<file path="src/rtl/esm_random_selector.sv">
// Buffer selector: snapshots a candidate bitmap, compacts it into a map table, reduces a random
// word modulo the candidate count with a serial divider and returns one index per request.
module esm_random_selector #(
    parameter int BS     = 16,
    parameter int SCAN_W = 4,
    parameter int RAND_W = 32
) (
    input  logic                  clk,
    input  logic                  rst_n,
    input  logic                  req_valid,
    output logic                  req_ready,
    input  logic [BS-1:0]         cand_list,
    input  logic [RAND_W-1:0]     rand_num,
    input  logic [1:0]            mode,
    output logic                  sel_valid,
    input  logic                  sel_ready,
    output logic [$clog2(BS)-1:0] sel_index,
    output logic                  sel_none,
    output logic [$clog2(BS):0]   sel_count
);
    // state     | meaning
    // ST_IDLE   | waiting for a request; req_ready high
    // ST_BUILD  | compacting SCAN_W candidate bits per cycle into the map table
    // ST_MOD    | one remainder step per random bit, MSB first
    // ST_LOOKUP | pick the index for the active mode
    // ST_OUT    | result held until sel_ready
    localparam int IW     = $clog2(BS);
    localparam int CW     = IW + 1;
    localparam int NCHUNK = BS / SCAN_W;
    localparam int TW     = $clog2((RAND_W > NCHUNK) ? RAND_W : NCHUNK) + 1;

    typedef enum logic [2:0] {ST_IDLE, ST_BUILD, ST_MOD, ST_LOOKUP, ST_OUT} state_t;

    state_t              state_q, state_d;
    logic [BS-1:0]       cand_q, cand_d;
    logic [RAND_W-1:0]   rand_q, rand_d;
    logic [1:0]          mode_q, mode_d;
    logic [CW-1:0]       count_q, count_d;
    logic [IW-1:0]       rr_pos_q, rr_pos_d;
    logic                rr_found_q, rr_found_d;
    logic                last_seen_q, last_seen_d;
    logic                last_valid_q, last_valid_d;
    logic [IW-1:0]       last_idx_q, last_idx_d;
    logic [CW-1:0]       rem_q, rem_d;
    logic [TW-1:0]       tmr_q, tmr_d;
    logic [IW-1:0]       sel_index_q, sel_index_d;
    logic                sel_none_q, sel_none_d;
    logic [CW-1:0]       sel_count_q, sel_count_d;
    logic [IW-1:0]       map_q [BS];
    logic [IW-1:0]       map_d [BS];

    logic [CW-1:0]       build_cnt;
    logic [IW-1:0]       build_idx;
    logic [CW-1:0]       rem_sh;
    int                  chunk;

    always_comb begin
        state_d      = state_q;
        cand_d       = cand_q;
        rand_d       = rand_q;
        mode_d       = mode_q;
        count_d      = count_q;
        rr_pos_d     = rr_pos_q;
        rr_found_d   = rr_found_q;
        last_seen_d  = last_seen_q;
        last_valid_d = last_valid_q;
        last_idx_d   = last_idx_q;
        rem_d        = rem_q;
        tmr_d        = tmr_q;
        sel_index_d  = sel_index_q;
        sel_none_d   = sel_none_q;
        sel_count_d  = sel_count_q;
        map_d        = map_q;
        build_cnt    = count_q;
        build_idx    = '0;
        rem_sh       = {rem_q[IW-1:0], rand_q[RAND_W-1]};
        chunk        = NCHUNK - 1 - int'(tmr_q);

        case (state_q)
            ST_IDLE: begin
                if (req_valid) begin
                    cand_d      = cand_list;
                    rand_d      = rand_num;
                    mode_d      = mode;
                    count_d     = '0;
                    rr_pos_d    = '0;
                    rr_found_d  = 1'b0;
                    last_seen_d = 1'b0;
                    rem_d       = '0;
                    tmr_d       = TW'(NCHUNK - 1);
                    state_d     = ST_BUILD;
                end
            end
            ST_BUILD: begin
                for (int j = 0; j < SCAN_W; j++) begin
                    build_idx = IW'(chunk * SCAN_W + j);
                    if (cand_q[build_idx]) begin
                        if (mode_q == 2'd2 && last_valid_q && build_idx == last_idx_q) begin
                            last_seen_d = 1'b1;
                        end else begin
                            if (!rr_found_d && (!last_valid_q || build_idx > last_idx_q)) begin
                                rr_pos_d   = build_cnt[IW-1:0];
                                rr_found_d = 1'b1;
                            end
                            map_d[build_cnt[IW-1:0]] = build_idx;
                            build_cnt = build_cnt + 1'b1;
                        end
                    end
                end
                count_d = build_cnt;
                if (tmr_q == '0) begin
                    tmr_d   = TW'(RAND_W - 1);
                    state_d = ST_MOD;
                end else begin
                    tmr_d = tmr_q - 1'b1;
                end
            end
            ST_MOD: begin
                rand_d = rand_q << 1;
                // An empty table still burns the full divide time so latency stays constant.
                if (count_q == '0)
                    rem_d = '0;
                else if (rem_sh >= count_q)
                    rem_d = rem_sh - count_q;
                else
                    rem_d = rem_sh;
                if (tmr_q == '0)
                    state_d = ST_LOOKUP;
                else
                    tmr_d = tmr_q - 1'b1;
            end
            ST_LOOKUP: begin
                sel_count_d = count_q;
                sel_index_d = '0;
                sel_none_d  = 1'b1;
                if (count_q != '0) begin
                    sel_none_d  = 1'b0;
                    sel_index_d = (mode_q == 2'd1) ? map_q[rr_pos_q] : map_q[rem_q[IW-1:0]];
                end else if (mode_q == 2'd2 && last_seen_q) begin
                    sel_none_d  = 1'b0;
                    sel_index_d = last_idx_q;
                end
                state_d = ST_OUT;
            end
            ST_OUT: begin
                if (sel_ready) begin
                    if (!sel_none_q) begin
                        last_idx_d   = sel_index_q;
                        last_valid_d = 1'b1;
                    end
                    state_d = ST_IDLE;
                end
            end
            default: state_d = ST_IDLE;
        endcase
    end

    always_ff @(posedge clk or negedge rst_n) begin
        if (!rst_n) begin
            state_q      <= ST_IDLE;
            cand_q       <= '0;
            rand_q       <= '0;
            mode_q       <= '0;
            count_q      <= '0;
            rr_pos_q     <= '0;
            rr_found_q   <= 1'b0;
            last_seen_q  <= 1'b0;
            last_valid_q <= 1'b0;
            last_idx_q   <= '0;
            rem_q        <= '0;
            tmr_q        <= '0;
            sel_index_q  <= '0;
            sel_none_q   <= 1'b0;
            sel_count_q  <= '0;
            for (int i = 0; i < BS; i++) map_q[i] <= '0;
        end else begin
            state_q      <= state_d;
            cand_q       <= cand_d;
            rand_q       <= rand_d;
            mode_q       <= mode_d;
            count_q      <= count_d;
            rr_pos_q     <= rr_pos_d;
            rr_found_q   <= rr_found_d;
            last_seen_q  <= last_seen_d;
            last_valid_q <= last_valid_d;
            last_idx_q   <= last_idx_d;
            rem_q        <= rem_d;
            tmr_q        <= tmr_d;
            sel_index_q  <= sel_index_d;
            sel_none_q   <= sel_none_d;
            sel_count_q  <= sel_count_d;
            map_q        <= map_d;
        end
    end

    assign req_ready = (state_q == ST_IDLE);
    assign sel_valid = (state_q == ST_OUT);
    assign sel_index = sel_index_q;
    assign sel_none  = sel_none_q;
    assign sel_count = sel_count_q;
endmodule

</file>
<file path="config.mk">
export PLATFORM = sky130hd
export DESIGN_NAME = esm_random_selector
export DESIGN_NICKNAME = d
export VERILOG_FILES = /design/src/rtl/esm_random_selector.sv
export SDC_FILE = /design/constraint.sdc
export NUM_CORES = 1
export LEC_CHECK = 0
export ABC_AREA = 0
export BUFFER_PORTS_ARGS = -buffer_cell sky130_fd_sc_hd__buf_2
export CORE_MARGIN = 5
export CORE_UTILIZATION = 40
export DETAILED_ROUTE_END_ITERATION = 8
export HOLD_SLACK_MARGIN = 0.05
export PLACE_DENSITY_LB_ADDON = 0.08
export SYNTH_ARGS = -nofsm -noshare
export SYNTH_HDL_FRONTEND = slang
export SYNTH_SLANG_ARGS = --single-unit
</file>
<file path="constraint.sdc">
create_clock -name clk -period 6.6 [get_ports clk]
set_input_delay 0.66 -clock clk [delete_from_list [all_inputs] [get_ports clk]]
set_output_delay 0.66 -clock clk [all_outputs]
set_load 0.02 [all_outputs]
</file>
==> run summary <==
Total nets after synthesis: 1106
Via count: 8095
Count of nets after finishing: 1145
Number of synthesized register bits: 153
Max Buffers Root-to-Sink: 2
Post-CTS sizing: 0
Synth warn: 0
Overall die area: 0.0280 sq mm
Leading cell types by total area after synthesis: sky130_fd_sc_hd__dfrtp_1, sky130_fd_sc_hd__mux4_2, sky130_fd_sc_hd__o21ai_0, sky130_fd_sc_hd__nand2_1, sky130_fd_sc_hd__mux2i_1
Area share of fa/ha/maj cells after synthesis: 3.49%
Overall track demand over capacity in global routing: 21.4%
Setup clock skew after layout: 0.0151 ns
Number of buffers inserted by hold repair at cts: 0
Buffer count from post-CTS setup fixing: 0
Final global-route overflow total: 0
Measured slew at the worst slew-check pin: 1.06 ns
Syn Std Cell Area: 0.00989 sq mm
Most used flip-flop cell after synthesis: sky130_fd_sc_hd__dfrtp_1
Final setup fails: 0
Number of placement rows: 57
Hold violation count in the final report: 0
Max-slew headroom at the worst pin: 29.6%
Final standard cell count with taps included and fillers excluded: 1401
Number of iterations in the first detailed-routing pass: 5
Insertion delay to the later sink of the worst-skew pair: 0.43 ns
Die width: 167 microns
Post-synthesis cell count: 1025
CP startpoint kind: flop
Xor/xnor cell area share of the yosys netlist: 2.13%
Post-DP HPWL: 21400 microns
DP Cell Count: 1369
Leading cell types by count after synthesis: sky130_fd_sc_hd__nand2_1, sky130_fd_sc_hd__dfrtp_1, sky130_fd_sc_hd__o21ai_0, sky130_fd_sc_hd__nor2_1, sky130_fd_sc_hd__clkbuf_1
CP max FO: 19
Inserted Diodes: 0
Fraction of synthesis flops using an asynchronous set or reset pin: 100%
Share of final-layout standard cells stronger than drive strength 1: 20.0%
Synthesis-to-finish area growth: 12.6%
Critical setup path kind: flop to flop
Final hold slack: 0.298 ns
Core region area: 0.0243 sq mm
Count of unresolved DRC violations after routing: 0
Synthesized area divided by synthesized cell count: 9.64 sq um
Portion of the post-synthesis area used by sequential elements: 38.7%
Number of antenna violations at the first check in global routing: 0
Portion of netlist area occupied by mux cells: 19.6%
Maximum clock frequency: 0.174 GHz
Register-to-Register Path Depth: 20
Setup TNS after final layout: 0 ns
Pin count of the biggest net entering global routing: 84
Simple-gate share of the synthesized area: 15.0%
ANT nets after route: 0
Period utilization: 87.1%
Total length of routed wires: 29700 microns
Critical path endpoint category: flop
Largest family of logic cells by synthesized area: multiplexers
Unrepaired setup endpoints after global routing: false
CTS tree: done
Detailed-route wire length per cell: 21.2 microns
Data arrival time of the critical path: 6.09 ns
Clock Root Buffer: sky130_fd_sc_hd__clkbuf_16
Slew Viols, Final: 0
Post-synth cell types: 75
Input/output buffers: 65
Number of H-tree branching levels: 4
Wire length of the first global-routing pass: 47100 microns
Data required time at the worst endpoint: 6.94 ns
Global placement routability congestion: 0.940
Result of the run: completed
Leading area contributor after synthesis: sky130_fd_sc_hd__dfrtp_1
Synthesized-area fraction occupied by ao, oa, aoi and oai cells: 17.6%
Number of enable flip-flop cells after synthesis: 0
Num Clock Sinks: 153
Height of the die: 167 microns
Final worst path period need: 5.75 ns
Synth top area share: 38.7%
Number of global-route vias before repair: 7899
Initial DRC count: 578
Detailed-route vias per instance: 5.78
Reported max-cap violation count: 0
Clk pin slew, worst setup/hold paths: 0.07 ns
Number of buffers created by CTS: 17
Most numerous cell in the Yosys netlist: sky130_fd_sc_hd__nand2_1
Worst Hold Class: primary input to asynchronous set/reset pin
I/O pin count: 66
Starting utilization of the core area: 40.6%
[layout make-up]
cell class	count	area, sq um
clock buffers	17	425
clock inverters	15	170
fillers	2361	13200
inverters	22	82.6
multi-input cells	784	5730
flip-flops and latches	153	3830
well taps	324	405
repair buffers	86	489
[sequential cells by signal, summed over array words and instances (netlist names), 5 cells and up]
signal and flops:
cand_q 16, count_q 5, map_q 64, rand_q 32, sel_count 5, tmr_q 6
[routing by layer]
layer	up-vias	routed length [microns]	GRT usage, %
met1	3996	13900	31.0
met3	40	1630	3.80
met2	255	13500	32.7
li1	3804	-	-
met5	-	0	0
met4	0	722	6.63
[per-stage QoR]
stage	utilization [%]	cell area, sq um	setup slack (ns)
2_1_floorplan	-	9890	1.12
3_3_place_gp	43.3	10500	1.03
5_1_grt	45.8	11100	0.421
3_5_place_dp	43.3	10500	0.900
6_report	45.8	11100	0.854
4_1_cts	45.8	11100	0.877
[worst max-delay path: stages, from the launching register on]
cell                       delay, ns
sky130_fd_sc_hd__dfrtp_1        0.37
sky130_fd_sc_hd__inv_1          0.50
sky130_fd_sc_hd__ha_1           0.43
sky130_fd_sc_hd__nand3b_1       0.12
sky130_fd_sc_hd__buf_4          0.19
sky130_fd_sc_hd__o31a_2         0.32
sky130_fd_sc_hd__nor2_1         0.06
sky130_fd_sc_hd__a21oi_1        0.32
sky130_fd_sc_hd__inv_1          0.12
sky130_fd_sc_hd__ha_1           0.35
sky130_fd_sc_hd__mux2_2         0.33
sky130_fd_sc_hd__inv_1          0.10
sky130_fd_sc_hd__ha_1           0.23
sky130_fd_sc_hd__mux2i_1        0.47
sky130_fd_sc_hd__ha_1           0.25
sky130_fd_sc_hd__and2_1         0.28
sky130_fd_sc_hd__nand2_1        0.08
sky130_fd_sc_hd__o32ai_1        0.56
sky130_fd_sc_hd__o21ai_0        0.21
sky130_fd_sc_hd__a211o_1        0.29
sky130_fd_sc_hd__o21ai_0        0.06
[cell families (layout without fill, tap and decap cells)]
group | after synthesis | after routing
and+or+nand+nor | 324 | 324
xor gates and xnor gates | 18 | 18
DFF | 153 | 153
muxes | 133 | 133
AOI/OAI and AO/OA | 282 | 282
adders and majority gates | 27 | 27
buffers and inverters | 88 | 140
[layout by cell type (no fill, tap or decap), types with 21 or more instances in the layout]
master / instances
sky130_fd_sc_hd__a21oi_1: 52
sky130_fd_sc_hd__nand3_1: 22
sky130_fd_sc_hd__buf_4: 21
sky130_fd_sc_hd__mux4_2: 44
sky130_fd_sc_hd__mux2_2: 27
sky130_fd_sc_hd__nor2_1: 60
sky130_fd_sc_hd__o21ai_0: 129
sky130_fd_sc_hd__nand2_1: 165
sky130_fd_sc_hd__dfrtp_1: 153
sky130_fd_sc_hd__ha_1: 26
sky130_fd_sc_hd__buf_2: 64
sky130_fd_sc_hd__mux2i_1: 47
[worst paths after layout]
kind                               start      endpoint  slack, ns
hold / removal                     rst_n    cand_q[11]       0.30
min in group clk           cand_list[12]    cand_q[12]       0.42
setup reg to reg                tmr_q[1]    count_q[4]       0.85
max in group asynchronous          rst_n      rem_q[2]       4.83
setup / recovery                tmr_q[1]    count_q[4]       0.85
hold reg to reg             sel_count[3]  sel_count[3]       0.48
Power is not shown: default switching activity piles up to over one toggle a cycle in this logic, so the estimate is an artifact.
